--- config.mk ---
export PLATFORM = sky130hd
export DESIGN_NAME = bcd_seg_display
export DESIGN_NICKNAME = d
export VERILOG_FILES = /design/src/rtl/disp_pkg.sv /design/src/rtl/seg7_enc.sv /design/src/rtl/bcd_seg_display.sv
export SDC_FILE = /design/constraint.sdc
export NUM_CORES = 1
export LEC_CHECK = 0
export ABC_CLOCK_PERIOD_IN_PS = 3820
export CORE_MARGIN = 8
export CORE_UTILIZATION = 34
export DETAILED_ROUTE_END_ITERATION = 16
export DONT_BUFFER_PORTS = 1
export HOLD_SLACK_MARGIN = 0.08
export PLACE_DENSITY = 0.44
export SETUP_SLACK_MARGIN = 0.05
export SLEW_MARGIN = 40
export SYNTH_ARGS = -nofsm -noshare
export SYNTH_HDL_FRONTEND = slang
export SYNTH_SLANG_ARGS = --single-unit
--- constraint.sdc ---
create_clock -name clk -period 3.82 [get_ports clk]
set_input_delay 0.191 -clock clk [delete_from_list [all_inputs] [get_ports clk]]
set_output_delay 0.191 -clock clk [all_outputs]
set_load 0.02 [all_outputs]
--- src/rtl/disp_pkg.sv ---
//------------------------------------------------------------------------------
// Module  : disp_pkg
// Brief   : Shared 7-segment codes and FSM state type for bcd_seg_display.
// Revision: 1.0 - initial release
//------------------------------------------------------------------------------
`default_nettype none

package disp_pkg;

  // Active-high {gfedcba} codes; the top applies board polarity.
  localparam logic [6:0] SEG_BLANK = 7'h00;
  localparam logic [6:0] SEG_0     = 7'h3F;
  localparam logic [6:0] SEG_1     = 7'h06;
  localparam logic [6:0] SEG_2     = 7'h5B;
  localparam logic [6:0] SEG_3     = 7'h4F;
  localparam logic [6:0] SEG_4     = 7'h66;
  localparam logic [6:0] SEG_5     = 7'h6D;
  localparam logic [6:0] SEG_6     = 7'h7D;
  localparam logic [6:0] SEG_7     = 7'h07;
  localparam logic [6:0] SEG_8     = 7'h7F;
  localparam logic [6:0] SEG_9     = 7'h6F;

  typedef enum logic [1:0] {
    IDLE  = 2'd0,
    SHIFT = 2'd1,
    LOAD  = 2'd2
  } fsm_state_t;

endpackage

`default_nettype wire

--- src/rtl/seg7_enc.sv ---
//------------------------------------------------------------------------------
// Module  : seg7_enc
// Brief   : Combinational BCD digit to active-high 7-segment code with blank.
// Revision: 1.0 - initial release
//------------------------------------------------------------------------------
`default_nettype none

module seg7_enc
  import disp_pkg::*;
(
  input  logic [3:0] bcd,
  input  logic       blank,
  output logic [6:0] seg
);

  always_comb begin
    seg = SEG_BLANK;
    if (!blank) begin
      case (bcd)
        4'd0:    seg = SEG_0;
        4'd1:    seg = SEG_1;
        4'd2:    seg = SEG_2;
        4'd3:    seg = SEG_3;
        4'd4:    seg = SEG_4;
        4'd5:    seg = SEG_5;
        4'd6:    seg = SEG_6;
        4'd7:    seg = SEG_7;
        4'd8:    seg = SEG_8;
        4'd9:    seg = SEG_9;
        default: seg = SEG_BLANK;
      endcase
    end
  end

endmodule

`default_nettype wire

--- src/rtl/bcd_seg_display.sv ---
//------------------------------------------------------------------------------
// Module  : bcd_seg_display
// Brief   : Binary to multi-digit 7-segment driver using an iterative
//           double-dabble engine behind a valid/ready handshake.
//           Optional macro LZ_BLANK_EN blanks leading-zero digits.
// Revision: 1.0 - initial release
//------------------------------------------------------------------------------
`default_nettype none

module bcd_seg_display
  import disp_pkg::*;
#(
  parameter int BIN_W       = 8,
  parameter int DIGITS      = 3,
  parameter int SEG_ACT_LOW = 0
) (
  input  logic                  clk,
  input  logic                  rst,
  input  logic                  en,
  input  logic                  in_valid,
  output logic                  in_ready,
  input  logic [BIN_W-1:0]      in_value,
  output logic [7*DIGITS-1:0]   seg,
  output logic [4*DIGITS-1:0]   bcd,
  output logic                  overflow,
  output logic                  out_valid
);

  localparam int c_bcd_w = 4 * DIGITS;
  localparam int c_scr_w = c_bcd_w + 4;
  localparam int c_cnt_w = $clog2(BIN_W + 1);
  localparam logic [c_cnt_w-1:0]  c_last    = c_cnt_w'(BIN_W - 1);
  localparam logic [7*DIGITS-1:0] c_seg_off = (SEG_ACT_LOW != 0) ? '1 : '0;

  fsm_state_t            r_state;
  logic [BIN_W-1:0]      r_bin;
  logic [c_scr_w-1:0]    r_scr;
  logic                  r_carry;
  logic [c_cnt_w-1:0]    r_cnt;
  logic [c_bcd_w-1:0]    r_bcd;
  logic                  r_ovf;
  logic                  r_out_valid;
  logic                  r_in_ready;
  logic [7*DIGITS-1:0]   r_seg;

  logic [c_scr_w-1:0]    w_adj;
  logic [c_scr_w-1:0]    w_shift;
  logic                  w_ovf;
  logic [c_bcd_w-1:0]    w_load_bcd;
  logic [c_bcd_w-1:0]    w_bcd_src;
  logic [DIGITS-1:0]     w_lz;
  logic [7*DIGITS-1:0]   w_seg_raw;

  // Add-3 correction on every nibble, including the overflow guard nibble.
  always_comb begin
    w_adj = r_scr;
    for (int i = 0; i < DIGITS + 1; i++) begin
      if (r_scr[4*i +: 4] >= 4'd5) begin
        w_adj[4*i +: 4] = r_scr[4*i +: 4] + 4'd3;
      end
    end
  end

  assign w_shift    = {w_adj[c_scr_w-2:0], r_bin[BIN_W-1]};
  // Any bit that ever left the scratch, or a live guard nibble, means >= 10^DIGITS.
  assign w_ovf      = r_carry | (r_scr[c_scr_w-1 -: 4] != 4'd0);
  assign w_load_bcd = w_ovf ? {DIGITS{4'h9}} : r_scr[c_bcd_w-1:0];
  // Segments track the value bcd holds after this edge, so both update together.
  assign w_bcd_src  = (r_state == LOAD) ? w_load_bcd : r_bcd;

  genvar gi;
  generate
    for (gi = 0; gi < DIGITS; gi++) begin : g_digit
      if (gi == 0) begin : g_units
        assign w_lz[gi] = 1'b0;
      end else begin : g_upper
`ifdef LZ_BLANK_EN
        assign w_lz[gi] = (w_bcd_src[c_bcd_w-1:4*gi] == '0);
`else
        assign w_lz[gi] = 1'b0;
`endif
      end

      seg7_enc u_enc (
        .bcd   (w_bcd_src[4*gi +: 4]),
        .blank (~en | w_lz[gi]),
        .seg   (w_seg_raw[7*gi +: 7])
      );
    end
  endgenerate

  always_ff @(posedge clk or posedge rst) begin
    if (rst) begin
      r_state     <= IDLE;
      r_bin       <= '0;
      r_scr       <= '0;
      r_carry     <= 1'b0;
      r_cnt       <= '0;
      r_bcd       <= '0;
      r_ovf       <= 1'b0;
      r_out_valid <= 1'b0;
      r_in_ready  <= 1'b1;
      r_seg       <= c_seg_off;
    end else begin
      r_out_valid <= 1'b0;
      r_seg       <= w_seg_raw ^ c_seg_off;
      case (r_state)
        IDLE: begin
          if (in_valid && r_in_ready) begin
            r_bin      <= in_value;
            r_scr      <= '0;
            r_carry    <= 1'b0;
            r_cnt      <= '0;
            r_in_ready <= 1'b0;
            r_state    <= SHIFT;
          end
        end
        SHIFT: begin
          r_scr   <= w_shift;
          r_carry <= r_carry | w_adj[c_scr_w-1];
          r_bin   <= r_bin << 1;
          r_cnt   <= r_cnt + c_cnt_w'(1);
          if (r_cnt == c_last) begin
            r_state <= LOAD;
          end
        end
        LOAD: begin
          r_bcd       <= w_load_bcd;
          r_ovf       <= w_ovf;
          r_out_valid <= 1'b1;
          r_in_ready  <= 1'b1;
          r_state     <= IDLE;
        end
        default: begin
          r_in_ready <= 1'b1;
          r_state    <= IDLE;
        end
      endcase
    end
  end

  assign in_ready  = r_in_ready;
  assign seg       = r_seg;
  assign bcd       = r_bcd;
  assign overflow  = r_ovf;
  assign out_valid = r_out_valid;

endmodule

`default_nettype wire
== Yosys cells after proc, flatten, opt, wreduce, memory -nomap -nowiden ==
Memory sizes are Yosys's and may differ from the RTL's.
Index checks and enable logic that the tools add are counted.

* Word-level logic and storage cells: 59
* Memories kept: 3
* Input port bits: 12
* Flip-flop bits (word level): 67
* Output and inout port bits: 36
* Bits in read-only memories: 336

{| class="wikitable"
|+ Memories
! name !! depth !! width !! read ports !! clocked after Yosys merged registers in !! wr ports !! line !! RTL
|-
| (name not given) || 16 || 7 || 1 || 0 || 0 || seg7_enc.sv:19 || <nowiki>case (bcd)</nowiki>
|-
| (name not given) || 16 || 7 || 1 || 0 || 0 || seg7_enc.sv:19 ||
|-
| (name not given) || 16 || 7 || 1 || 0 || 0 || seg7_enc.sv:19 ||
|}

* Reduce and logical (&&, ||, !) cells: 7
* Equality and inequality tests: 5
* Bitwise operators: 3
* Add/sub/neg operators: 5
* Mux-type cells: 22
* $lt $le $gt $ge: 4

{| class="wikitable"
|+ Operators with widths
! cell !! number
|-
| 16-bit case mux with 2 select lines || 1
|-
| 12-bit 2-to-1 mux || 2
|-
| 7-bit 2-to-1 mux || 3
|-
| 4-bit 2-to-1 mux || 5
|-
| 4-bit by 2-bit adder with 4-bit output, second input constant || 4
|-
| 4-bit by 3-bit greater-or-equal comparator with 1-bit output, second input constant || 4
|-
| 16-bit 2-to-1 mux || 1
|-
| 8-bit case mux with 2 select lines || 1
|-
| 8-bit 2-to-1 mux || 1
|-
| 4-bit case mux with 2 select lines || 1
|-
| 2-bit AND reduction || 3
|-
| 4-bit by 1-bit adder with 4-bit output, second input constant || 1
|-
| 4-bit by 3-bit == test with 1-bit output, second input constant || 1
|-
| 2-bit 2-to-1 mux || 2
|-
| 2-bit != test, second input constant || 2
|-
| 1-bit case mux with 2 select lines || 2
|-
| 2-bit case mux with 2 select lines || 1
|-
| 4-bit nonzero test || 1
|-
| 2-bit by 1-bit == test with 1-bit output, second input constant || 1
|-
| 2-bit == test, second input constant || 1
|-
| 2-bit zero test || 1
|-
| 1-bit 2-to-1 mux || 2
|-
| 1-bit bitwise OR || 2
|-
| 2-bit nonzero test || 1
|-
| 2 further kinds || 2
|}

== Logic depth before layout (Yosys ltp) ==
An unclocked memory read counts as a cell.

* Depth in word-level cells: 6
* Gate-level depth with buffers: 11

== Modules after synthesis ==
Synthesis repeated with hierarchy kept, for this count alone.

* Cells, all modules: 345
* Area total of the unflattened synthesis: 3,502.1 um^2

{| class="wikitable"
|+ By module, submodules not included
! module !! times used !! area each (um^2) !! cells an instance
|-
| bcd_seg_display || 1 || 2,808.9 || 252
|-
| seg7_enc (g_digit[1].u_enc ...) || 2 || 230.2 || 31
|-
| seg7_enc (g_digit[0].u_enc) || 1 || 232.7 || 31
|}

== Worst setup path after synthesis ==
OpenSTA, ideal clock, no wires.

* Kind: flip-flop to flip-flop
* Start point: reg r_scr[12]
* End point: reg r_seg[3] (netlist: seg[3])
* Arrival time: 2.158 ns
* Period minus slack after synthesis: 2.276 ns
* Path buffers: 1
* Setup slack: 1.544 ns
* Cell stages (with the launch flop): 10
* Cell sequence: dfrtp_1 -> inv_1 -> ha_1 -> or4b_1 -> buf_4 -> nor2_2 -> a21boi_0 -> ha_1 -> o21a_1 -> a21o_1

* Cells in the longest elaborated chain, start to end: 6

{| class="wikitable"
|+ RTL lines
! what !! line !! RTL
|-
| from (decl) || bcd_seg_display.sv:37 || <nowiki>logic [c_scr_w-1:0] r_scr;</nowiki>
|-
| from (signal assigned) || bcd_seg_display.sv:119 || <nowiki>r_scr <= w_shift;</nowiki>
|-
| 4-bit nonzero test || bcd_seg_display.sv:66 || <nowiki>assign w_ovf = r_carry | (r_scr[c_scr_w-1 -: 4] != 4'd0);</nowiki>
|-
| 1-bit bitwise OR || bcd_seg_display.sv:66 ||
|-
| 12-bit 2-to-1 mux || bcd_seg_display.sv:67 || <nowiki>assign w_load_bcd = w_ovf ? {DIGITS{4'h9}} : r_scr[c_bcd_w-1:0];</nowiki>
|-
| 12-bit 2-to-1 mux || n/a ||
|-
| memory 16 x 7 bit || n/a ||
|-
| 7-bit 2-to-1 mux || seg7_enc.sv:18 || <nowiki>if (!blank) begin</nowiki>
|-
| named net g_digit[0].u_enc.seg[3] || seg7_enc.sv:13 || <nowiki>output logic [6:0] seg</nowiki>
|-
| to (signal assigned) || bcd_seg_display.sv:103 || <nowiki>r_seg <= c_seg_off;</nowiki>
|-
| to (signal assigned) || bcd_seg_display.sv:106 || <nowiki>r_seg <= w_seg_raw ^ c_seg_off;</nowiki>
|-
| to (decl) || bcd_seg_display.sv:44 || <nowiki>logic [7*DIGITS-1:0] r_seg;</nowiki>
|}

The timed path passes the listed nets, and every way through them passes these cells.
A chain may end at the register's enable or synchronous reset.

== Worst setup path after layout ==
* Start point: reg r_state[1]
* End point: reg r_seg[7] (netlist: seg[7])

* Cells in the longest elaborated chain, start to end: 4

{| class="wikitable"
|+ RTL lines
! what !! line !! RTL
|-
| from (decl) || bcd_seg_display.sv:35 || <nowiki>fsm_state_t r_state;</nowiki>
|-
| from (signal assigned) || bcd_seg_display.sv:94 || <nowiki>r_state <= IDLE;</nowiki>
|-
| from (signal assigned) || bcd_seg_display.sv:115 || <nowiki>r_state <= SHIFT;</nowiki>
|-
| from (signal assigned) || bcd_seg_display.sv:124 || <nowiki>r_state <= LOAD;</nowiki>
|-
| 2-bit == test || bcd_seg_display.sv:69 || <nowiki>assign w_bcd_src = (r_state == LOAD) ? w_load_bcd : r_bcd;</nowiki>
|-
| 12-bit 2-to-1 mux || n/a ||
|-
| named net g_digit[1].u_enc.bcd[0] || seg7_enc.sv:11 || <nowiki>input logic [3:0] bcd,</nowiki>
|-
| memory 16 x 7 bit || n/a ||
|-
| 7-bit 2-to-1 mux || seg7_enc.sv:18 ||
|-
| named net g_digit[1].u_enc.seg[0] || seg7_enc.sv:13 ||
|}

The timed path passes the listed nets, and every way through them passes these cells.

==> impl_metrics.env <==
export IMPL_grt_max_degree=47
export IMPL_synth_edf_count=0
export IMPL_cts_root_buf="clkbuf_8"
export IMPL_synth_flop_cell="dfrtp_1"
export IMPL_max_clock_freq_mhz=338
export IMPL_rsz0062_at_grt="false"
export IMPL_clock_sinks=67
export IMPL_clk_pin_slew_worst_paths_ns=0.08
export IMPL_via_count=2312
export IMPL_cts_buffers=9
export IMPL_num_antenna_cells=0
export IMPL_status="completed"
export IMPL_fin_skew_ns=0.0134
export IMPL_design_core_area_mm2=0.00964
export IMPL_crit_required_ns=4.08
export IMPL_power_switching_mw=1.46
export IMPL_cts_buffer_depth=2
export IMPL_avgSynthCellArea_um2=10.6
export IMPL_wl_per_cell_um=16.7
export IMPL_first_pass_iters=5
export IMPL_drt_iter0_drc=91
export IMPL_p_leak_nw=1.59
export IMPL_swShare_pct=45.5
export IMPL_rows=36
export IMPL_critPathMaxFanout=14
export IMPL_worstPathArrival_ns=3.22
export IMPL_drc_errors=0
export IMPL_synth_seq_cells=67
export IMPL_port_buffers=0
export IMPL_nNetsFinal=362
export IMPL_finalCriticalPeriod_ns=2.96
export IMPL_yosysWarnings=0
export IMPL_die_w_um=115
export IMPL_grt_overflow=0
export IMPL_netlist_area_mm2=0.00334
export IMPL_viasPerCell=4.99
export IMPL_grt_usage_pct=12.7
export IMPL_hpwlAfterDp_um=5550
export IMPL_combPwrFrac_pct=37.4
export IMPL_dp_cells=437
export IMPL_antenna_found_initial=0
export IMPL_tns_ns=0
export IMPL_worst_setup_path_type="reg2reg"
export IMPL_ys_seq_area_share_pct=50.3
export IMPL_clk_latency_ns=0.35
export IMPL_tritoncts="yes"
export IMPL_hold_viol_final=0
export IMPL_max_vdd_ir_drop_mv=0.282
export IMPL_first_global_vias=2450
export IMPL_worstSetupEndpointType="flip-flop"
export IMPL_cts_resized=0
export IMPL_p_int_mw=1.75
export IMPL_synth_nets=352
export IMPL_whs_ns=0.108
export IMPL_syn_to_final_growth_pct=12.1
export IMPL_io_pins=48
export IMPL_drv_cap=0
export IMPL_nFillCells=994
export IMPL_pwr_share_seq_pct=45.8
export IMPL_synthArstFlopShare_pct=100
export IMPL_power_density_mw_per_mm2=858
export IMPL_grt_pass1_wl_um=13100
export IMPL_cts_max_level=3
export IMPL_syn_inst=315
export IMPL_finalCritPeriodShare_pct=77.5
export IMPL_globalplace_congestion=0.783
export IMPL_cp_start_kind="flip-flop"
export IMPL_r2r_slack_ns=0.86
export IMPL_p_clk_share_pct=16.8
export IMPL_ant_nets=0
export IMPL_worstHoldPathType="in2reg"
export IMPL_relSlewSlack_pct=52.3
export IMPL_drive_gt1_share_pct=12.7
export IMPL_drv_slew=0
export IMPL_routed_wl_um=7730
export IMPL_tightestPinTransition_ns=0.713
export IMPL_initial_core_util_pct=34.6
export IMPL_setup_viol=0
export IMPL_die_h_um=115
export IMPL_finalNonFillerCells=463
export IMPL_ys_types=47
export IMPL_dieArea_mm2=0.0132
sequential cells by signal (all words and copies together), names as in the netlist:
signal     count
bcd           12
in_ready       1
out_valid      1
overflow       1
r_bin          8
r_carry        1
r_cnt          4
r_scr         16
r_state        2
seg           21
per-layer routing:
metal  vias up  global-route usage (%)  wire, um
li1       1129                       -         -
met5         -                       0         0
met3        10                    3.41       396
met2        49                    19.6      3420
met4         0                    5.25       126
met1      1124                    16.4      3790
cell usage after synthesis (4+ instances only):
| cell type | n | area (um2) |
|---|---|---|
| a21oi_1 | 13 | 65.1 |
| a31oi_1 | 7 | 43.8 |
| clkbuf_1 | 8 | 30.0 |
| dfrtp_1 | 66 | 1650 |
| ha_1 | 25 | 313 |
| inv_1 | 19 | 71.3 |
| mux2_2 | 5 | 56.3 |
| nand2_1 | 27 | 101 |
| nand2b_1 | 8 | 50.1 |
| nor2_1 | 20 | 75.1 |
| nor3_1 | 10 | 50.1 |
| o21a_1 | 5 | 37.5 |
| o21ai_0 | 22 | 110 |
| o22ai_1 | 15 | 93.8 |
| o31ai_1 | 4 | 30.0 |
| xnor2_1 | 4 | 35.0 |
| xor2_1 | 5 | 43.8 |
cell type report:
class	count	area, um2	area share, %
Tap cell	133	166	4.45
Inverter	22	85.1	2.27
Timing Repair Buffer	11	108	2.87
Clock inverter	7	52.6	1.40
Multi-Input combinational cell	214	1530	40.9
Sequential cell	67	1680	44.8
Clock buffer	9	124	3.31
worst max-delay path, cell delays in order (launching register included):
cell	delay (ns)
dfrtp_1	0.57
nand2b_1	0.37
inv_1	0.52
nand2_1	0.25
o22ai_1	0.34
inv_1	0.14
ha_1	0.23
mux2_2	0.26
o22ai_1	0.19
cells in the final DEF (no fill, tap or decap), drive strengths merged, types with 5 or more instances in the layout:
cell / synthesis / final
dfrtp: 66 / 66
nand2: 27 / 27
ha: 25 / 25
inv: 21 / 23
o21ai: 22 / 22
nor2: 21 / 21
o22ai: 18 / 18
a21oi: 13 / 13
nor3: 10 / 10
dlygate4sd3: 0 / 10
clkbuf: 8 / 9
nand2b: 8 / 8
a31oi: 7 / 7
xor2: 5 / 5
mux2: 5 / 5
o21a: 5 / 5
what timing repair did:
item / in CTS / in global routing
hold buffers: 10 / 0
hold endpoints to repair: 72 / 0
setup buffers: 0 / 0
path summary, 6_finish.rpt:
| check | from | to | depth (start not counted) |
|---|---|---|---|
| setup / recovery | r_state[1] | seg[7] | 8 |
| hold / removal | en | seg[5] | 2 |
| setup reg to reg | r_state[1] | seg[7] | 8 |
| hold reg to reg | r_cnt[3] | r_state[1] | 1 |
| max in group asynchronous | rst | seg[2] | 3 |
| min in group asynchronous | rst | seg[18] | 2 |
kinds of logic after synthesis:
logic type,Yosys count,synth area share [%]
AO/OA/AOI/OAI,89,19.0
AND/OR/NAND/NOR,84,12.7
flip-flops,67,50.3
buffers and inverters,34,4.05
adder cells (fa/ha/maj),25,9.37
XOR/XNOR,9,2.36
multiplexers,7,2.29
power groups by stage:
stage	clock [mW]	sequential, mW	combinational (mW)
6_report	0.541	1.47	1.20
5_1_grt	0.590	1.53	1.39
4_1_cts	0.554	1.49	1.22
3_5_place_dp	0	1.50	1.20
3_3_place_gp	0	1.50	1.20
2_1_floorplan	0	1.39	0.998
per-stage QoR:
| step | setup slack, ns | util [%] | cell area (um2) | power [mW] |
|---|---|---|---|---|
| global route | 0.561 | 38.8 | 3740 | 3.51 |
| CTS | 0.841 | 38.8 | 3740 | 3.26 |
| detailed placement | 0.902 | 36.0 | 3470 | 2.70 |
| finish | 0.860 | 38.8 | 3740 | 3.21 |
| global placement | 1.05 | 35.9 | 3460 | 2.70 |
| floorplan | 1.54 | - | 3340 | 2.38 |
(Power assumes the default switching activity.)
